==> src/rtl/word_split.sv <==
// word_split
//   Narrows a 32-bit datapath word into 5-bit slices for narrow consumers
//   (shift amounts, register indices) or for streaming a value out 5 bits at
//   a time. This is the inverse of the 5->32 zero-extender.
//
//   FULL mode  : every slice is emitted, least significant slice first.
//   TRUNC mode : only the low slice is emitted. out_ovf flags any discarded
//                nonzero bits above it.
//
//   The input and output sides do not overlap. A new word is accepted only
//   when the previous word has been fully drained. The minimum cost is
//   NSLICE+1 cycles per word in FULL mode and 2 cycles per word in TRUNC mode.
//
//   state | meaning
//   ------+--------------------------------------------------------------
//   IDLE  | waiting for a word; in_ready=1 (outside reset), out_valid=0
//   EMIT  | presenting shreg's low slice; in_ready=0, out_valid=1
//
// Ports
//   clk        in   rising-edge clock
//   rst        in   synchronous reset, active high
//   in_valid   in   in_word/in_trunc valid
//   in_ready   out  a word can be accepted this cycle
//   in_word    in   word to split
//   in_trunc   in   1 = TRUNC mode, 0 = FULL mode (sampled with the word)
//   out_valid  out  out_* fields valid
//   out_ready  in   consumer takes the current slice
//   out_slice  out  bits [OUT_W*out_idx +: OUT_W] of the word, zero padded
//   out_idx    out  slice index, 0..NSLICE-1
//   out_last   out  current slice is the final one for this word
//   out_ovf    out  TRUNC only: bits above the low slice were nonzero

module word_split #(
    parameter int IN_W  = 32,
    parameter int OUT_W = 5
) (
    input  logic             clk,
    input  logic             rst,
    input  logic             in_valid,
    output logic             in_ready,
    input  logic [IN_W-1:0]  in_word,
    input  logic             in_trunc,
    output logic             out_valid,
    input  logic             out_ready,
    output logic [OUT_W-1:0] out_slice,
    output logic [2:0]       out_idx,
    output logic             out_last,
    output logic             out_ovf
);

    localparam int         NSLICE   = (IN_W + OUT_W - 1) / OUT_W;
    localparam logic [2:0] LAST_IDX = 3'(NSLICE - 1);

    typedef enum logic {
        IDLE = 1'b0,
        EMIT = 1'b1
    } state_t;

    state_t          state;
    state_t          state_nxt;

    logic [IN_W-1:0] shreg;
    logic [2:0]      idx;
    logic            trunc_q;
    logic            ovf_q;

    logic            accept;
    logic            fire;
    logic            is_last;
    logic            ovf_in;

    // ------------------------------------------------------------------
    // Handshake decode
    // ------------------------------------------------------------------
    // in_ready is forced low while rst is high. This ensures that an upstream
    // producer never sees a handshake complete in a cycle that reset discards.
    always_comb begin
        in_ready = (state == IDLE) & ~rst;
        accept   = in_valid & in_ready;
        is_last  = trunc_q | (idx == LAST_IDX);
        fire     = (state == EMIT) & out_ready;
        ovf_in   = in_trunc & (|in_word[IN_W-1:OUT_W]);
    end

    // ------------------------------------------------------------------
    // FSM
    // ------------------------------------------------------------------
    always_ff @(posedge clk) begin
        if (rst) begin
            state <= IDLE;
        end else begin
            state <= state_nxt;
        end
    end

    always_comb begin
        state_nxt = state;
        case (state)
            IDLE: begin
                if (accept) begin
                    state_nxt = EMIT;
                end
            end
            EMIT: begin
                if (fire && is_last) begin
                    state_nxt = IDLE;
                end
            end
            default: state_nxt = IDLE;
        endcase
    end

    // ------------------------------------------------------------------
    // Datapath: shift register, slice index, latched mode and overflow
    // ------------------------------------------------------------------
    // The word shifts right with zero fill. As a result, the final slice
    // carries only the remaining top bits, and its upper bits are already 0.
    always_ff @(posedge clk) begin
        if (rst) begin
            shreg   <= '0;
            idx     <= '0;
            trunc_q <= 1'b0;
            ovf_q   <= 1'b0;
        end else if (accept) begin
            shreg   <= in_word;
            idx     <= '0;
            trunc_q <= in_trunc;
            ovf_q   <= ovf_in;
        end else if (fire && !is_last) begin
            shreg   <= shreg >> OUT_W;
            idx     <= idx + 3'd1;
        end
    end

    // ------------------------------------------------------------------
    // Outputs
    // ------------------------------------------------------------------
    // The output fields are gated with out_valid so that they read as zero
    // in IDLE. This holds after reset as well as after a word has drained.
    // While stalled, every field is a function of held registers only, so
    // all fields stay stable under backpressure.
    always_comb begin
        out_valid = (state == EMIT);
        out_slice = out_valid ? shreg[OUT_W-1:0] : '0;
        out_idx   = out_valid ? idx : 3'd0;
        out_last  = out_valid & is_last;
        out_ovf   = out_valid & ovf_q;
    end

endmodule

==> config.mk <==
export PLATFORM = sky130hd
export DESIGN_NAME = word_split
export DESIGN_NICKNAME = d
export VERILOG_FILES = /design/src/rtl/word_split.sv
export SDC_FILE = /design/constraint.sdc
export NUM_CORES = 1
export LEC_CHECK = 0
export CELL_PAD_IN_SITES_DETAIL_PLACEMENT = 1
export CELL_PAD_IN_SITES_GLOBAL_PLACEMENT = 1
export CORE_ASPECT_RATIO = 2
export CORE_UTILIZATION = 30
export DETAILED_ROUTE_END_ITERATION = 12
export PLACE_DENSITY = 0.68
export RECOVER_POWER = 100
export SYNTH_ARGS = -nofsm -noshare
export SYNTH_HDL_FRONTEND = slang
export SYNTH_SLANG_ARGS = --single-unit
==> constraint.sdc <==
create_clock -name clk -period 1.56 [get_ports clk]
set_input_delay 0.156 -clock clk [delete_from_list [all_inputs] [get_ports clk]]
set_output_delay 0.156 -clock clk [all_outputs]
set_load 0.05 [all_outputs]
## Word level (Yosys, flattened, before mapping)

Cells that the tools add are included.

- Add/sub/neg operators: 1
- Eq/ne operators: 1
- Multiplexer cells: 7
- Bitwise gates (word level): 9
- Reduce and logical (&&, ||, !) cells: 6

Operators by type and width:

| kind | number |
|---|---|
| 32-bit 2-to-1 mux | 2 |
| 27-bit OR reduction | 1 |
| 1-bit AND | 6 |
| 5-bit 2-to-1 mux | 1 |
| 3-bit by 1-bit adder with 3-bit output, second input constant | 1 |
| 3-bit equality test, second input constant | 1 |
| 3-bit 2-to-1 mux | 1 |
| 1-bit logical AND | 2 |
| 1-bit 2-to-1 mux | 2 |
| 1-bit NOT | 2 |
| 1-bit one-hot mux with 2 select lines | 1 |
| 2-bit nonzero test | 1 |
| 2-bit OR reduction | 1 |
| 1-bit logical NOT | 1 |
| 1-bit OR | 1 |

- Flip-flop bits (word level): 38
- Input port bits: 37
- Output and inout bits: 12
- Word-level logic and storage cells: 29

## Logic depth before layout (Yosys ltp)

- Depth after elaboration: 6
- Mapped depth: 8
- Depth with buffers taken out: 6

## Worst setup path before layout

Ideal clock, no wire load.

- Kind: register -> register
- Start: reg state, in the netlist out_valid
- End: reg shreg[17]
- Setup time: 0.144 ns
- Arrival time: 1.548 ns
- Data required time: 1.416 ns
- Setup slack: -0.132 ns
- Stages on the path, launching flop included: 7
- Buffers on the path: 2
- Period minus slack after synthesis: 1.692 ns
- Cell sequence: dfxtp_1 > nand2_2 > or2_1 > buf_6 > buf_12 > nor2_2 > nor4_2

- Cells in the longest elaborated chain, start to end: 4
- Elaborated cells on any way between the ends: 7
- Classes of those cells: mux (1); bitwise (4); reduce/logical (2)

RTL lines:

| element | RTL line | RTL |
|---|---|---|
| from (decl) | 59 | `state_t state;` |
| from (signal assigned) | 92 | `state <= state_nxt;` |
| 1-bit NOT | -- |  |
| 1-bit AND | 78 | `in_ready = (state == IDLE) & ~rst;` |
| 1-bit AND | 79 | `accept = in_valid & in_ready;` |
| 32-bit 2-to-1 mux / 2-bit nonzero test (equally long branches) | -- |  |
| to (signal assigned) | 125 | `shreg <= in_word;` |
| to (signal assigned) | 130 | `shreg <= shreg >> OUT_W;` |
| to (decl) | 62 | `logic [IN_W-1:0] shreg;` |

Parallel ways exist; a longest one is shown, timed or not.
A chain may end at the register's enable or synchronous reset.

## Final worst setup path

- Start: reg idx[0]
- End: reg shreg[13]

- Cells in the longest elaborated chain, start to end: 5

RTL lines:

| element | RTL line | RTL |
|---|---|---|
| from (decl) | 63 | `logic [2:0] idx;` |
| from (signal assigned) | 131 | `idx <= idx + 3'd1;` |
| 3-bit equality test | 80 | `is_last = trunc_q \| (idx == LAST_IDX);` |
| 1-bit OR | 80 |  |
| 1-bit logical NOT | 129 | `end else if (fire && !is_last) begin` |
| 1-bit logical AND | 129 |  |
| 2-bit nonzero test (no line) | -- |  |

No other way between the ends.

==> flow_summary.json <==
{
  "outcome": "finished with violations",
  "violations": "negative setup slack",
  "ys_warn_count": 0,
  "slowest_stage": "dfxtp_2",
  "synth_cell_types": 34,
  "worstPathCellList": "inv_2 > ha_4 > a21o_4 > buf_12 > nor2_8 > buf_6 > nor3_2 > nor4_2",
  "post_drt_wl_per_cell_um": 16.0,
  "setup_ws_ns": -0.0374,
  "seq_area_frac_synth": 0.381,
  "r2r-end": "shreg[13]",
  "syn_area_um2": 2000,
  "power.switching_uw": 745,
  "antenna_found_initial": 0,
  "grt_pass1_vias": 2155,
  "hold-path-endpoint": "shreg[31]",
  "clkTransAtPathRegs_ns": 0.05,
  "drt_first_pass_iters": 4,
  "antenna_cells": 0,
  "combinationalPowerShare": 0.242,
  "die_w_um": 59.7,
  "path_delay_family": "simple AND/OR/NAND/NOR gates",
  "rr_worst_depth": 8,
  "detailroute.via_count": 1918,
  "tns_ns": -0.124,
  "grt_max_degree": 38,
  "rsz0062_at_grt": "true",
  "seqPwrFrac": 0.404,
  "netlist_top_cells_area": "dfxtp_1, nor4_2, nor2_1",
  "routed_wirelength_um": 6210,
  "worst_hold_path_type": "input pin to register",
  "power-per-cell-area_nw_per_um2": 872,
  "numClockSinks": 38,
  "num_rows": 41,
  "path_max_fanout": 7,
  "hold_depth": 3,
  "maxSlewHeadroom": 0.639,
  "cts-root-buf": "clkbuf_16",
  "hold_viol_final": 0,
  "viasPerCell": 4.93,
  "gp_congestion": 0.745,
  "crit_buf_inv": 3,
  "yosysTopAreaCell": "dfxtp_1",
  "initial_core_util": 0.314,
  "final_common_cell": "nor2_1",
  "cts_buffer_depth": 2,
  "clock_insertion_delay_worst_skew_ns": 0.28,
  "critPathLaunchType": "register",
  "finalPower_mw": 2.77,
  "period_share": 1.02,
  "core_area_um2": 6360,
  "synth_nets": 263,
  "intPower_mw": 2.02,
  "fin_cells": 389,
  "fin_util": 0.499,
  "r2r-start": "idx[0]",
  "pin_count": 49,
  "crit_type": "register to register",
  "ir_drop_mv": 0.509,
  "nNetsFinal": 343,
  "syn_inst": 224,
  "clkPwrFrac": 0.353,
  "drt_iter0_markers": 33,
  "maxCapViolations": 0,
  "drcViolationCount": 0,
  "fin_crit_ns": 1.60,
  "fillerInstances": 759,
  "fin_worst_skew_ns": 0.00244,
  "htreeDepth": 2,
  "grt_pass1_wl_um": 10400,
  "dp.cells": 379,
  "critical_path_required_ns": 1.74,
  "switching_share": 0.269,
  "mostFrequentLayoutCells": "nor2_1, dfxtp_1, clkdlybuf4s50_1",
  "drive_gt1_frac": 0.409,
  "ant_nets": 0,
  "end_kind": "register",
  "area_delta_synth_final_pct": 59.0,
  "critPathMaxStageDelay_ns": 0.33,
  "fmax_mhz": 626,
  "grt_usage": 0.197,
  "die_h_um": 117,
  "avgSynthCellArea_um2": 8.91,
  "p_leak_nw": 1.23,
  "ys_seq_elements": 38,
  "finalSetupViolations": 6,
  "hpwlAfterDp_um": 4430,
  "report.final.slew_viol_count": 0,
  "r2r_slack_ns": -0.04,
  "die_area_um2": 7010,
  "numPortBuffers": 48,
  "tritoncts": "yes",
  "hold_ws_ns": 0.333,
  "overflow": 0,
  "worst_pin_slew_ns": 0.537,
  "arrival_ns": 1.78,
  "hp-start": "rst",
  "synth.top_cell.area_share": 0.381,
  "cts_made_buffers": 5
}
-- worst max path at each step --
| stage | from | to | slack, ns | cells after the start |
|---|---|---|---|---|
| after floorplan | idx[0] | shreg[17] | 0.01 | 8 |
| after global placement | in_word[26] | ovf_q | -0.32 | 5 |
| after detailed placement | in_word[26] | ovf_q | -0.29 | 5 |
| after CTS | idx[0] | out_last | -0.03 | 6 |
| after global routing | idx[0] | shreg[13] | -0.10 | 8 |
| final | idx[0] | shreg[13] | -0.04 | 8 |
-- per-stage QoR --
stage / setup slack (ns) / area (µm²)
2_1_floorplan: 0.00969 / 2000
3_3_place_gp: -0.322 / 2900
3_5_place_dp: -0.286 / 2900
4_1_cts: -0.0330 / 3110
5_1_grt: -0.100 / 3180
6_report: -0.0374 / 3180
-- metal layers --
| metal | track usage | routed length [µm] | up-vias |
|---|---|---|---|
| met5 | 0 | 0 | - |
| met4 | 0.0756 | 133 | 0 |
| met3 | 0.0198 | 99 | 7 |
| met2 | 0.376 | 3700 | 39 |
| met1 | 0.203 | 2280 | 936 |
| li1 | - | - | 936 |
-- tightest hold or removal path: stages --
cell and delay, ns:
buf_2 0.12, buf_12 0.18, nor2_1 0.11
-- cell families after synthesis --
logic type	count (synthesis)	share of synthesized area
adder cells (fa/ha/maj)	2	0.0125
AND/OR/NAND/NOR	152	0.474
AO/OA/AOI/OAI	10	0.0545
XOR/XNOR	2	0.00877
buffers and inverters	20	0.0695
flip-flops	38	0.381
-- flip-flops by register name, indices dropped and copies added, names as in the netlist --
name       count
trunc_q        1
out_valid      1
idx            3
shreg         32
ovf_q          1
-- cell usage after synthesis, drive strengths merged --
| cell type | number |
|---|---|
| buf | 14 |
| nor2 | 65 |
| inv | 2 |
| nor2b | 1 |
| a21o | 1 |
| nor4 | 33 |
| and2 | 10 |
| a2bb2oi | 5 |
| ha | 2 |
| nand2 | 8 |
| nand4 | 1 |
| nand2b | 2 |
| a22o | 1 |
| xnor2 | 2 |
| or2 | 1 |
| and4 | 1 |
| a21oi | 1 |
| clkbuf | 4 |
| nor3 | 29 |
| or3b | 1 |
| dfxtp | 38 |
| a211oi | 1 |
| a32o | 1 |
-- cell type report --
| cell class | instances | area [µm²] | share of cell area |
|---|---|---|---|
| clock buffers | 6 | 139 | 0.0437 |
| multi-input cells | 166 | 1170 | 0.369 |
| repair buffers | 91 | 987 | 0.311 |
| well taps | 86 | 108 | 0.0339 |
| inverters | 2 | 7.51 | 0.00236 |
| flip-flops and latches | 38 | 762 | 0.240 |
-- power groups by stage --
| stage | registers [mW] | clock network, mW | logic [mW] |
|---|---|---|---|
| 2_1_floorplan | 1.12 | 0 | 0.353 |
| 4_1_cts | 1.12 | 1.01 | 0.660 |
| 5_1_grt | 1.13 | 1.04 | 0.728 |
| 6_report | 1.12 | 0.978 | 0.671 |
| 3_3_place_gp | 1.13 | 0 | 0.628 |
| 3_5_place_dp | 1.13 | 0 | 0.639 |
-- repair_timing --
action	CTS	global route
pin swaps	14	8
setup buffers	2	2
resized for setup	14	11
setup endpoints to repair	33	35
hold buffers	0	0
No activity file was read; power rests on OpenSTA's default activity.
